===== config.mk =====
export PLATFORM = sky130hd
export DESIGN_NAME = rf_1024x36_ctrl_flat
export DESIGN_NICKNAME = d
export VERILOG_FILES = /design/src/rtl/rf_1024x36_ctrl_if.sv /design/src/rtl/rf_1024x36_ctrl.sv /design/src/flat_wrapper.sv
export SDC_FILE = /design/constraint.sdc
export NUM_CORES = 1
export LEC_CHECK = 0
export ABC_AREA = 1
export ABC_CLOCK_PERIOD_IN_PS = 1200
export BUFFER_PORTS_ARGS = -buffer_cell sky130_fd_sc_hd__buf_2
export CORE_ASPECT_RATIO = 0.6
export CORE_MARGIN = 4
export CORE_UTILIZATION = 41
export CTS_CLUSTER_DIAMETER = 50
export DETAILED_ROUTE_END_ITERATION = 10
export PLACE_DENSITY = 0.77
export SYNTH_ARGS = -nofsm -noshare
export SYNTH_HDL_FRONTEND = slang
export SYNTH_SLANG_ARGS = --single-unit

===== constraint.sdc =====
create_clock -name clk_i -period 1.2 [get_ports clk_i]
set_input_delay 0.24 -clock clk_i [delete_from_list [all_inputs] [get_ports clk_i]]
set_output_delay 0.24 -clock clk_i [all_outputs]
set_load 0.1 [all_outputs]

===== src/rtl/rf_1024x36_ctrl_if.sv =====
// Request/response bus between a requester and rf_1024x36_ctrl.
// Signal names match the controller's port list so bound checkers can use them directly.
interface rf_1024x36_ctrl_if;
   // Handshake: a request transfers on any clock edge where req_i & gnt_o are both 1.
   // gnt_o does not depend on req_i, so a requester may hold req_i while waiting.
   // Read responses are one-cycle rvalid_o pulses with no backpressure; rdata_o and
   // rerr_o are qualified by rvalid_o and hold their values in between.
   logic        req_i;
   logic        gnt_o;
   logic        we_i;
   logic [9:0]  addr_i;
   logic [31:0] wdata_i;
   logic [3:0]  be_i;
   logic        rvalid_o;
   logic [31:0] rdata_o;
   logic        rerr_o;

   modport master (
      output req_i, we_i, addr_i, wdata_i, be_i,
      input  gnt_o, rvalid_o, rdata_o, rerr_o
   );

   modport slave (
      input  req_i, we_i, addr_i, wdata_i, be_i,
      output gnt_o, rvalid_o, rdata_o, rerr_o
   );
endinterface


===== src/rtl/rf_1024x36_ctrl.sv =====
// Controller for the 1024x36 byte-enabled register file macro: zero sweep after reset,
// registered macro ports, fixed-latency read return. Parity lanes enabled by RF1024_CTRL_PARITY_EN.
module rf_1024x36_ctrl #(
   parameter int RdLatency = 1
) (
   input  logic                   clk_i,
   input  logic                   rst_ni,
   rf_1024x36_ctrl_if.slave       bus,
   output logic                   init_done_o,
   output logic                   dbg_state_o,
   output logic                   rf_wen_o,
   output logic [9:0]             rf_awp_o,
   output logic [35:0]            rf_din_o,
   output logic [35:0]            rf_bwe_o,
   output logic                   rf_ren_o,
   output logic [9:0]             rf_arp_o,
   input  logic [35:0]            rf_dout_i
);

   typedef enum logic {
      ST_INIT = 1'b0,
      ST_RUN  = 1'b1
   } state_t;

   state_t               r_state;
   state_t               w_state_next;
   logic [9:0]           r_cnt;
   logic [9:0]           w_cnt_next;
   logic                 w_gnt;
   logic                 w_init_wr;

   logic                 w_accept;
   logic                 w_wr;
   logic                 w_rd;
   logic [35:0]          w_lane_din;
   logic [35:0]          w_lane_bwe;

   logic                 r_init_done;
   logic                 r_wen;
   logic [9:0]           r_awp;
   logic [35:0]          r_din;
   logic [35:0]          r_bwe;
   logic                 r_ren;
   logic [9:0]           r_arp;

   logic [RdLatency-1:0] r_vpipe;
   logic [RdLatency-1:0] w_vpipe_next;
   logic                 r_rvalid;
   logic [31:0]          r_rdata;
   logic [31:0]          w_rdata;

   // ---------------- FSM ----------------
   always_ff @(posedge clk_i) begin
      if (!rst_ni) begin
         r_state <= ST_INIT;
         r_cnt   <= '0;
      end else begin
         r_state <= w_state_next;
         r_cnt   <= w_cnt_next;
      end
   end

   always_comb begin
      w_state_next = r_state;
      w_cnt_next   = r_cnt;
      w_gnt        = 1'b0;
      w_init_wr    = 1'b0;
      case (r_state)
         ST_INIT: begin
            w_init_wr  = 1'b1;
            w_cnt_next = r_cnt + 10'd1;
            if (r_cnt == 10'd1023) begin
               w_state_next = ST_RUN;
            end
         end
         ST_RUN: begin
            w_gnt = 1'b1;
         end
         default: begin
            w_state_next = ST_INIT;
         end
      endcase
   end

   assign dbg_state_o = r_state;
   assign bus.gnt_o   = w_gnt;

   // ---------------- request decode and lane expansion ----------------
   assign w_accept = bus.req_i & w_gnt;
   // A write with no byte enables is accepted but never reaches the macro.
   assign w_wr     = w_accept & bus.we_i & (|bus.be_i);
   assign w_rd     = w_accept & ~bus.we_i;

   always_comb begin
      w_lane_din = '0;
      w_lane_bwe = '0;
      for (int k = 0; k < 4; k++) begin
         w_lane_din[9*k +: 8] = bus.wdata_i[8*k +: 8];
`ifdef RF1024_CTRL_PARITY_EN
         w_lane_din[9*k+8]    = ^bus.wdata_i[8*k +: 8];
`endif
         w_lane_bwe[9*k +: 9] = {9{bus.be_i[k]}};
      end
   end

   // ---------------- macro port registers ----------------
   always_ff @(posedge clk_i) begin
      if (!rst_ni) begin
         r_init_done <= 1'b0;
         r_wen       <= 1'b0;
         r_awp       <= '0;
         r_din       <= '0;
         r_bwe       <= '0;
         r_ren       <= 1'b0;
         r_arp       <= '0;
      end else begin
         r_init_done <= (w_state_next == ST_RUN);
         r_wen       <= w_init_wr | w_wr;
         if (w_init_wr) begin
            r_awp <= r_cnt;
            r_din <= '0;
            r_bwe <= '1;
         end else if (w_wr) begin
            r_awp <= bus.addr_i;
            r_din <= w_lane_din;
            r_bwe <= w_lane_bwe;
         end
         r_ren <= w_rd;
         if (w_rd) begin
            r_arp <= bus.addr_i;
         end
      end
   end

   assign init_done_o = r_init_done;
   assign rf_wen_o    = r_wen;
   assign rf_awp_o    = r_awp;
   assign rf_din_o    = r_din;
   assign rf_bwe_o    = r_bwe;
   assign rf_ren_o    = r_ren;
   assign rf_arp_o    = r_arp;

   // ---------------- read return ----------------
   // Bit RdLatency-1 of the valid shift register is high in the cycle the macro data is valid.
   always_comb begin
      w_vpipe_next    = r_vpipe << 1;
      w_vpipe_next[0] = r_ren;
   end

   always_comb begin
      w_rdata = '0;
      for (int k = 0; k < 4; k++) begin
         w_rdata[8*k +: 8] = rf_dout_i[9*k +: 8];
      end
   end

   always_ff @(posedge clk_i) begin
      if (!rst_ni) begin
         r_vpipe  <= '0;
         r_rvalid <= 1'b0;
         r_rdata  <= '0;
      end else begin
         r_vpipe  <= w_vpipe_next;
         r_rvalid <= r_vpipe[RdLatency-1];
         if (r_vpipe[RdLatency-1]) begin
            r_rdata <= w_rdata;
         end
      end
   end

   assign bus.rvalid_o = r_rvalid;
   assign bus.rdata_o  = r_rdata;

`ifdef RF1024_CTRL_PARITY_EN
   logic r_rerr;
   logic w_rerr;

   // Each 9-bit lane carries even parity, so any lane with odd popcount is corrupt.
   always_comb begin
      w_rerr = 1'b0;
      for (int k = 0; k < 4; k++) begin
         w_rerr = w_rerr | (^rf_dout_i[9*k +: 9]);
      end
   end

   always_ff @(posedge clk_i) begin
      if (!rst_ni) begin
         r_rerr <= 1'b0;
      end else if (r_vpipe[RdLatency-1]) begin
         r_rerr <= w_rerr;
      end
   end

   assign bus.rerr_o = r_rerr;
`else
   logic w_unused_par;

   assign w_unused_par = ^{rf_dout_i[35], rf_dout_i[26], rf_dout_i[17], rf_dout_i[8]};
   assign bus.rerr_o   = 1'b0;
`endif

endmodule


===== src/flat_wrapper.sv =====
// flat-port wrapper written by rule: the top's interface ports become plain ports
module rf_1024x36_ctrl_flat 
#(
   parameter int RdLatency = 1
)
  (clk_i, rst_ni, init_done_o, dbg_state_o, rf_wen_o, rf_awp_o, rf_din_o, rf_bwe_o, rf_ren_o, rf_arp_o, rf_dout_i, bus_req_i, bus_we_i, bus_addr_i, bus_wdata_i, bus_be_i, bus_gnt_o, bus_rvalid_o, bus_rdata_o, bus_rerr_o);
  rf_1024x36_ctrl_if bus_i ();
  input  logic clk_i;
  input  logic rst_ni;
  output logic init_done_o;
  output logic dbg_state_o;
  output logic rf_wen_o;
  output logic [9:0] rf_awp_o;
  output logic [35:0] rf_din_o;
  output logic [35:0] rf_bwe_o;
  output logic rf_ren_o;
  output logic [9:0] rf_arp_o;
  input  logic [35:0] rf_dout_i;
  input wire logic [$bits(bus_i.req_i)-1:0] bus_req_i;
  input wire logic [$bits(bus_i.we_i)-1:0] bus_we_i;
  input wire logic [$bits(bus_i.addr_i)-1:0] bus_addr_i;
  input wire logic [$bits(bus_i.wdata_i)-1:0] bus_wdata_i;
  input wire logic [$bits(bus_i.be_i)-1:0] bus_be_i;
  output wire logic [$bits(bus_i.gnt_o)-1:0] bus_gnt_o;
  output wire logic [$bits(bus_i.rvalid_o)-1:0] bus_rvalid_o;
  output wire logic [$bits(bus_i.rdata_o)-1:0] bus_rdata_o;
  output wire logic [$bits(bus_i.rerr_o)-1:0] bus_rerr_o;
  assign bus_i.req_i = bus_req_i;
  assign bus_i.we_i = bus_we_i;
  assign bus_i.addr_i = bus_addr_i;
  assign bus_i.wdata_i = bus_wdata_i;
  assign bus_i.be_i = bus_be_i;
  assign bus_gnt_o = bus_i.gnt_o;
  assign bus_rvalid_o = bus_i.rvalid_o;
  assign bus_rdata_o = bus_i.rdata_o;
  assign bus_rerr_o = bus_i.rerr_o;
  rf_1024x36_ctrl #(.RdLatency(RdLatency)) u_core (.clk_i(clk_i), .rst_ni(rst_ni), .bus(bus_i), .init_done_o(init_done_o), .dbg_state_o(dbg_state_o), .rf_wen_o(rf_wen_o), .rf_awp_o(rf_awp_o), .rf_din_o(rf_din_o), .rf_bwe_o(rf_bwe_o), .rf_ren_o(rf_ren_o), .rf_arp_o(rf_arp_o), .rf_dout_i(rf_dout_i));
endmodule

==> out/metrics.cfg, run 1 <==
[outcome]
status = finished with violations
violations = negative setup slack

[timing]
drv_slew = 0
setup_ws_ps = -283
finalSetupTns_ps = -10280
setup_viol = 111
hold_violations = 0
relSlewSlack_pct = 65.5
grt_setup_unrepaired = true
fmax_mhz = 674
period_share_pct = 124
fin_crit_ps = 1480
finalClockSkew_ps = 13.0
worst_pin_slew_ps = 514

[power_and_ir_drop]
p_total_mw = 7.74
powerDensity_mw_per_mm2 = 921
ir_worst_vdd_mv = 1.17
p_leak_nw = 3.47

[die]
io_pins = 217
die_w_um = 138
rows = 28
coreArea_mm2 = 0.00984
die_y_um = 85.9
initial_core_util_pct = 42.1
die-area_mm2 = 0.0118

[detailed_routing]
post-route-drc-count = 0
wl_per_cell_um = 23.9
dr.pass1.iters = 6
via_per_inst = 5.85
vias = 5213
finalWirelength_um = 21300
initialDrtViolationCount = 578
drtAntennaViolNets = 0

[synthesis]
synth_seq_cells = 103
synth_largest_area_cell = dfxtp_1
synth_cells = 550
syn_area_mm2 = 0.00415
yosysTopAreaCellShare_pct = 49.7
syn_avg_cell_area_um2 = 7.54
synth.area.top_cells = dfxtp_1, nor2_1, buf_4
ys_types = 28
seq_area_frac_synth_pct = 49.7
yosys_warnings = 0

[cts]
cts_hold_buf = 0
cts_inserted_buffers = 9
h-tree-depth = 3
clk_latency_ps = 360
root_buffer = clkbuf_16
cts_tree = done
clk_pin_slew_ps = 80
cts_sinks = 103
cts.path.max_buffers = 2

[placement]
dpl.hpwl_um = 10800
port_buffers = 207
pre_cts_slack_ps = -225
gp_congestion = 0.841
numPlacedInstances = 847

[cells_and_area]
nFillCells = 426
mostFrequentLayoutCell = buf_12
syn2layout_area_growth_pct = 103
final_layout_size_suffix_gt1_share_pct = 60.0
final_cells = 891
final_cell_mix = buf_12, nor2_1, buf_2
final_core_util_pct = 85.4
nNetsFinal = 837

[setup_path]
cp.required_ps = 1500
crit_path_end_kind = flop
crit_arrival_ps = 1780
r2r_cells = 6
crit_type = reg2reg
cp_max_fo = 6
start_kind = flop

[grt]
grt_usage_pct = 28.9
grt.overflow.total = 0
antenna_found_initial = 1
grt_pass1_wl_um = 26400
grt_max_degree = 45
grt_pass1_vias = 4880

[flow_run]
drv_cap = 0

[min_path]
holdPathStages = 3
hp-class = in2reg

==> registers in the layout, indices dropped and copies added, names as in the netlist <==
register             cells
u_core.rf_arp_o         10
u_core.rf_ren_o          1
u_core.rf_awp_o         10
u_core.bus.rvalid_o      1
u_core.bus.rdata_o      32
u_core.rf_wen_o          1
u_core.rf_din_o         32
u_core.init_done_o       1
u_core.rf_bwe_o          4
u_core.r_vpipe           1
u_core.r_cnt            10
==> worst paths after layout <==
kind / startpoint / to / slack (ps)
hold / removal: rf_dout_i[31] / u_core.bus.rdata_o[28] / 100
setup reg to reg: u_core.r_cnt[2] / u_core.r_cnt[7] / -280
setup / recovery: u_core.r_cnt[2] / u_core.r_cnt[7] / -280
hold reg to reg: u_core.rf_awp_o[7] / u_core.rf_awp_o[7] / 500
==> critical path, cell delays in order (launching register included) <==
cell and delay, ps:
dfxtp_1 530, nand2_1 220, nor2_4 240, nand3b_1 170
nand2_1 120, inv_1 50, nor2_1 80
==> where the power goes <==
| group | switching, mW | internal [mW] | total (mW) |
|---|---|---|---|
| sequential | 0.0425 | 3.43 | 3.47 |
| combinational | 0.888 | 0.472 | 1.36 |
| clock | 1.47 | 1.44 | 2.91 |
==> cell usage after synthesis <==
library cell and instances:
nor2_1 141, dfxtp_1 103, nand2_1 76, o21ai_0 59
buf_4 44, a21oi_1 29, nand3_1 20, clkbuf_1 19
inv_1 18, o21ai_1 13, or2_2 4, buf_2 3
buf_6 3, nand2_2 2, nand4_1 2, nor3_1 2
buf_1 1, clkbuf_2 1, clkinv_1 1, conb_1 1
ha_1 1, inv_2 1, nand2_4 1, nand3b_1 1
nor2_2 1, nor2_4 1, nor3b_1 1, xnor2_1 1
==> layout make-up <==
type                       instances  area, um2  share of cell area, %
timing repair buffer             252       3540                   42.1
antenna                            1       2.50                 0.0298
clock buffer                      10        229                   2.72
timing repair inverter             3       47.5                  0.566
tap                              135        169                   2.01
sequential                       103       2170                   25.9
clock inverter                     6       48.8                  0.580
multi-input combinational        361       2090                   24.8
inverter                          20        110                   1.31
==> kinds of logic after synthesis <==
| logic type | share of synthesized area, % |
|---|---|
| flops | 49.7 |
| simple gates | 24.6 |
| xor+xnor | 0.211 |
| buf+inv | 12.9 |
| compound gates | 12.2 |
| fa+ha+maj | 0.302 |
| other cells | 0.0905 |
==> per-layer routing <==
metal	track usage, %	routed length, um	up-vias
li1	-	-	2115
met2	48.1	9980	474
met4	16.6	1750	0
met3	9.85	2190	181
met5	0	0	-
met1	32.5	7370	2443
==> through the flow <==
step / hold WS (ps) / area [um2]
2_1_floorplan: 375 / 4260
3_3_place_gp: 462 / 7100
3_5_place_dp: 470 / 7100
4_1_cts: 104 / 7760
5_1_grt: 111 / 8410
6_report: 102 / 8410
==> timing repair <==
item                                    4_1_cts  5_1_grt
resized for setup                            57      169
endpoints found under the setup margin      102      136
setup buffers                                15        5
pin swaps                                     2       26
gates cloned                                  3        5
(Power assumes the default switching activity.)
==> inputs of run 2 (changes only) <==
- SKIP_LAST_GASP: default -> 1
==> run 2 against run 1 <==
The run still ends with negative setup slack left. Total power fell by 1.5%. Wire length fell by 9.2%. Global-route usage fell by 1.3 points. Sequential power barely moved. Die area did not move. Core utilization fell by 3.1 points. Critical path depth fell by 1. Clock skew rose by 0.64 ps. Largest cell class unchanged.
==> out/metrics.cfg, run 2 (synthesized netlist as in run 1, its figures left out) <==
[die]
io_pins = 217  ; unchanged
rows = 28  ; unchanged
initial_core_util_pct = 42.1  ; unchanged
coreArea_mm2 = 0.00984  ; unchanged
die_y_um = 85.9  ; unchanged
die-area_mm2 = 0.0118  ; unchanged
die_w_um = 138  ; unchanged

[detailed_routing]
wl_met1_um = 6870  ; -6.8%
initialDrtViolationCount = 513  ; -11%
drtAntennaViolNets = 0  ; unchanged
top_layer_used = met4
wl_met3_um = 1950  ; -11%
post-route-drc-count = 0  ; unchanged
finalWirelength_um = 19300  ; -9.2%
wl_met2_um = 9400  ; -5.8%
wl_per_cell_um = 21.9  ; -8.5%
dr.pass1.iters = 5  ; -1
via_per_inst = 5.53  ; -5.4%
vias = 4898  ; -6.0%

[cells_and_area]
final_layout_size_suffix_gt1_share_pct = 55.7  ; -4.3 points
nFillCells = 493  ; +16%
register_area_mm2 = 0.00217  ; -0.29%
final_cell_mix = nor2_1, buf_12, buf_2
syn2layout_area_growth_pct = 95.4
final_cell_area_mm2 = 0.00810  ; -3.6%
multi_input_area_mm2 = 0.00190  ; -8.8%
nNetsFinal = 830  ; -0.84%
mostFrequentLayoutCell = nor2_1

[setup_path]
r2r_setup_slack_ps = -280  ; about the same
r2r_cells = 5  ; -1
r2r-end = u_core.r_cnt[5]
r2r-start = u_core.r_cnt[2]
cp.required_ps = 1460  ; -40 ps
start_kind = flop
slowest_stage = dfxtp_1
crit_path_end_kind = flop
crit_arrival_ps = 1740  ; -40 ps
cpPeakStageDelay_ps = 530  ; about the same
cp_cell_sequence = nand2_1 -> nor2_4 -> nand2_1 -> nand2_1 -> nor3b_1
crit_path_frequent_cell = nand2_1
cp_max_fo = 6  ; unchanged
crit_type = reg2reg

[power_and_ir_drop]
p_int_mw = 5.33  ; -0.23%
p_switching_mw = 2.30  ; -4.3%
combPwrFrac_pct = 17.2  ; -0.4 points
ir_worst_vdd_mv = 1.18  ; +0.68%
clkPwrFrac_pct = 37.4  ; -0.2 points
seqPwrFrac_pct = 45.4  ; +0.6 points
sw_frac_of_total_pct = 30.1  ; -0.88 points
p_leak_nw = 3.38  ; -2.7%
powerDensity_mw_per_mm2 = 942  ; +2.2%

[placement]
gp_congestion = 0.841  ; unchanged
placed_area_mm2 = 0.00710  ; unchanged
port_buffers = 207  ; unchanged
dpl.hpwl_um = 10800  ; unchanged
pre_cts_slack_ps = -225  ; unchanged

[timing]
fin_crit_ps = 1480  ; -1.97 ps
setup_viol = 111  ; unchanged
finalSetupTns_ps = -12280  ; -2000 ps
whs_ps = 104  ; +2.60 ps
period_share_pct = 123  ; -0.16 points
fmax_mhz = 675  ; +0.13%
hold_violations = 0  ; unchanged
drv_slew = 0  ; unchanged
setup_ws_ps = -282  ; +1.97 ps
grt_setup_unrepaired = true
finalClockSkew_ps = 13.6  ; +0.636 ps

[min_path]
holdPathStages = 3  ; unchanged
hold_end = u_core.bus.rdata_o[28]
hp-class = in2reg
hp-start = rf_dout_i[31]

[grt]
antenna_found_initial = 2  ; +1
grt_pass1_wl_um = 25000  ; -5.2%
grt_max_degree = 45  ; unchanged
grt_pass1_vias = 4667  ; -4.4%
grt_usage_pct = 27.6  ; -1.3 points
grt.overflow.total = 0  ; unchanged

[cts]
cts_tree = done
clk_latency_ps = 360  ; about the same
h-tree-depth = 3  ; unchanged
cts_sinks = 103  ; unchanged
cts_inserted_buffers = 9  ; unchanged
cts.path.max_buffers = 2  ; unchanged
clk_pin_slew_ps = 80  ; about the same
cts_hold_buf = 0  ; unchanged
root_buffer = clkbuf_16

[flow_run]
drv_cap = 0  ; unchanged

[outcome]
violations = negative setup slack
status = finished with violations

## run 2: layer usage
| layer | up-vias | track usage, % |
|---|---|---|
| met5 | - | 0 |
| met4 | 0 | 16.3 |
| met3 | 101 | 8.56 |
| met2 | 383 | 46.1 |
| met1 | 2318 | 31.1 |
| li1 | 2096 | - |
## run 2: power by group through the flow
| stage | Clock (mW) | Sequential [mW] | Combinational [mW] |
|---|---|---|---|
| after detailed placement | 0 | 3.58 | 1.13 |
| after global routing | 3.00 | 3.47 | 1.34 |
| after floorplan | 0 | 3.64 | 0.649 |
| after CTS | 2.82 | 3.46 | 1.25 |
| after global placement | 0 | 3.58 | 1.11 |
| final | 2.85 | 3.47 | 1.31 |
## run 2: layout make-up
| cell class | instances | area share (%) |
|---|---|---|
| diodes | 2 | 0.0618 |
| clock buffers | 10 | 2.83 |
| clock inverters | 6 | 0.602 |
| inverters | 20 | 1.36 |
| multi-input cells | 361 | 23.5 |
| flip-flops and latches | 103 | 26.8 |
| well taps | 135 | 2.08 |
| repair buffers | 247 | 42.6 |
| repair inverters | 1 | 0.201 |
## run 2: how the worst max path moves through the flow
stage / startpoint / end / slack (ps)
6_report: u_core.r_cnt[2] / u_core.r_cnt[5] / -280
5_1_grt: u_core.init_done_o / u_core.r_cnt[9] / -320
2_1_floorplan: u_core.init_done_o / u_core.rf_din_o[12] / -250
4_1_cts: u_core.init_done_o / init_done_o / -100
3_3_place_gp: bus_req_i / u_core.rf_din_o[18] / -110
3_5_place_dp: u_core.init_done_o / u_core.rf_din_o[18] / -230
## run 2: per-stage QoR
step	total power [mW]	instances	util, %
floorplan	4.29	554	-
global placement	4.69	847	72.1
detailed placement	4.71	847	72.1
CTS	7.53	881	78.3
global route	7.80	885	82.3
finish	7.63	885	82.3
## run 2: what timing repair did
action	4_1_cts	5_1_grt
cloned	3	2
endpoints found under the setup margin	102	142
setup buffers	15	1
pin swaps	1	23
gates resized for setup	35	125
## run 2: worst max-delay path, delay by kind of cell, from the launching register on
kind	cells	cell delay [ps]
AND/OR/NAND/NOR	5	860
flip-flops	1	530
==> inputs of run 3 (changes only) <==
- ABC_CLOCK_PERIOD_IN_PS: 1200 -> 1300
- clock period: 1.2 -> 1.3 ns (I/O delays scaled with it)
==> run 3 against run 2 <==
The run still ends with negative setup slack left. Hold slack better by 31 ps. Highest routed layer unchanged. Clock power is 7.0% higher. Setup slack better by 63 ps. Total power is 2.4% lower. Via count is 4.5% higher. Clock-buffer cell count is 2 higher. Combinational power is 9% lower. Sequential power is 7.8% lower. Largest cell class unchanged. Core utilization is 2.0 points lower. First-iteration DRC count is 26% higher. Register-to-register slack better by 60 ps. Critical endpoint is now u_core.rf_din_o[18]. Critical path depth is 1 higher.
==> out/metrics.cfg, run 3 (synthesized netlist as in run 1, its figures left out) <==
[placement]
port_buffers = 207  ; unchanged
placed_area_mm2 = 0.00695  ; -2.1%
pre_cts_slack_ps = -385  ; -160 ps
dpl.hpwl_um = 10700  ; -1.4%
numPlacedInstances = 840  ; -0.83%
gp_congestion = 0.834  ; -0.92%

[cells_and_area]
final_layout_size_suffix_gt1_share_pct = 41.1  ; -15 points
final_cell_area_mm2 = 0.00791  ; -2.4%
register_area_mm2 = 0.00208  ; -4.0%
final_cell_mix = buf_12, nor2_1, dfxtp_1
mostFrequentLayoutCell = buf_12
multi_input_area_mm2 = 0.00171  ; -10%
nNetsFinal = 836  ; +0.72%
nFillCells = 488  ; -1.0%
syn2layout_area_growth_pct = 90.8
final_cells = 889  ; +0.45%
num_antenna_cells = 0  ; -2
final_core_util_pct = 80.3  ; -2.0 points

[cts]
cts_tree = done
clk_pin_slew_ps = 70  ; about the same
cts_hold_buf = 0  ; unchanged
root_buffer = clkbuf_16
clk_latency_ps = 360  ; about the same
cts_sinks = 103  ; unchanged
cts.path.max_buffers = 2  ; unchanged
h-tree-depth = 3  ; unchanged
cts_inserted_buffers = 9  ; unchanged

[setup_path]
cp_max_fo = 16  ; +10
crit_arrival_ps = 1760  ; +20 ps
crit_type = reg2reg
start_kind = flop
crit_path_end_kind = flop
cp.required_ps = 1540  ; +80 ps

[power_and_ir_drop]
powerDensity_mw_per_mm2 = 942  ; about the same
ir_worst_vdd_mv = 0.742  ; -37%
p_total_mw = 7.45  ; -2.4%
p_leak_nw = 3.38  ; about the same

[timing]
setup_viol = 95  ; -14%
grt_setup_unrepaired = true
whs_ps = 135  ; +30.6 ps
setup_ws_ps = -219  ; +62.8 ps
period_share_pct = 117  ; -6.6 points
fmax_mhz = 658  ; -2.4%
finalClockSkew_ps = 12.5  ; -1.08 ps
fin_crit_ps = 1520  ; +37.2 ps
drv_slew = 0  ; unchanged
finalSetupTns_ps = -5750  ; +6530 ps
hold_violations = 0  ; unchanged

[grt]
grt.overflow.total = 0  ; unchanged
grt_pass1_wl_um = 23500  ; -6.1%
antenna_found_initial = 0  ; -2
grt_usage_pct = 25.5  ; -2.1 points
grt_pass1_vias = 4560  ; -2.3%
grt_max_degree = 48  ; +6.7%

[outcome]
violations = negative setup slack
status = finished with violations

[detailed_routing]
post-route-drc-count = 0  ; unchanged
finalWirelength_um = 20000  ; +3.3%
wl_per_cell_um = 22.5  ; +2.9%
via_per_inst = 5.76  ; +4.0%
initialDrtViolationCount = 644  ; +26%
vias = 5117  ; +4.5%
dr.pass1.iters = 6  ; +1
drtAntennaViolNets = 0  ; unchanged

[die]
initial_core_util_pct = 42.1  ; unchanged
die-area_mm2 = 0.0118  ; unchanged
rows = 28  ; unchanged
die_w_um = 138  ; unchanged
die_y_um = 85.9  ; unchanged
io_pins = 217  ; unchanged
coreArea_mm2 = 0.00984  ; unchanged

[flow_run]
drv_cap = 0  ; unchanged

[min_path]
hp-class = in2reg

run 3: changes by cell type in the layout (fill, tap and decap cells not counted), sizes merged:
cell	before	now
buf	246	247
bufinv	0	1
clkbuf	11	16
clkinvlp	2	5
diode	2	0
inv	22	17
nand2	80	81
run 3: path summary, 6_finish.rpt:
kind / startpoint / cells after the start / slack (ps) / end
max: u_core.init_done_o / 6 / -220 / u_core.rf_din_o[18]
min reg2reg: u_core.rf_ren_o / 2 / 510 / u_core.r_vpipe
min: rf_dout_i[27] / 3 / 130 / u_core.bus.rdata_o[24]
max reg2reg: u_core.init_done_o / 6 / -220 / u_core.rf_din_o[18]
run 3: repair_timing:
item                                    CTS  global route
buffers inserted                         12            12
endpoints found under the setup margin   98           109
gates cloned                              1             9
hold endpoints to repair                  0             0
resized for setup                        17            56
pin swaps                                 0             7
run 3: metal layers:
layer	GRT usage, %	up-vias	wire [um]
li1	-	2105	-
met1	28.5	2406	7010
met2	44.0	455	9350
met3	8.73	151	2260
met4	12.0	0	1360
met5	0	-	0
run 3: layout make-up:
type	instances	share of cell area [%]
Timing Repair Buffer	251	44.2
Sequential cell	103	26.3
Multi-Input combinational cell	362	21.6
Clock buffer	12	3.53
Tap cell	135	2.14
Inverter	20	1.25
Clock inverter	4	0.728
Timing Repair inverter	2	0.206
run 3: critical path: stages (launching register included):
cell	delay [ps]
dfxtp_4	410
nand2_4	90
nor2_4	220
nand2_8	160
clkinv_8	140
nand2_1	70
a21oi_1	300
run 3: where the power goes:
group          switching, mW  internal [mW]  leakage [nW]
combinational          0.780          0.414          2.39
clock                   1.31           1.75         0.161
sequential            0.0316           3.17         0.835
total                   2.12           5.33          3.38
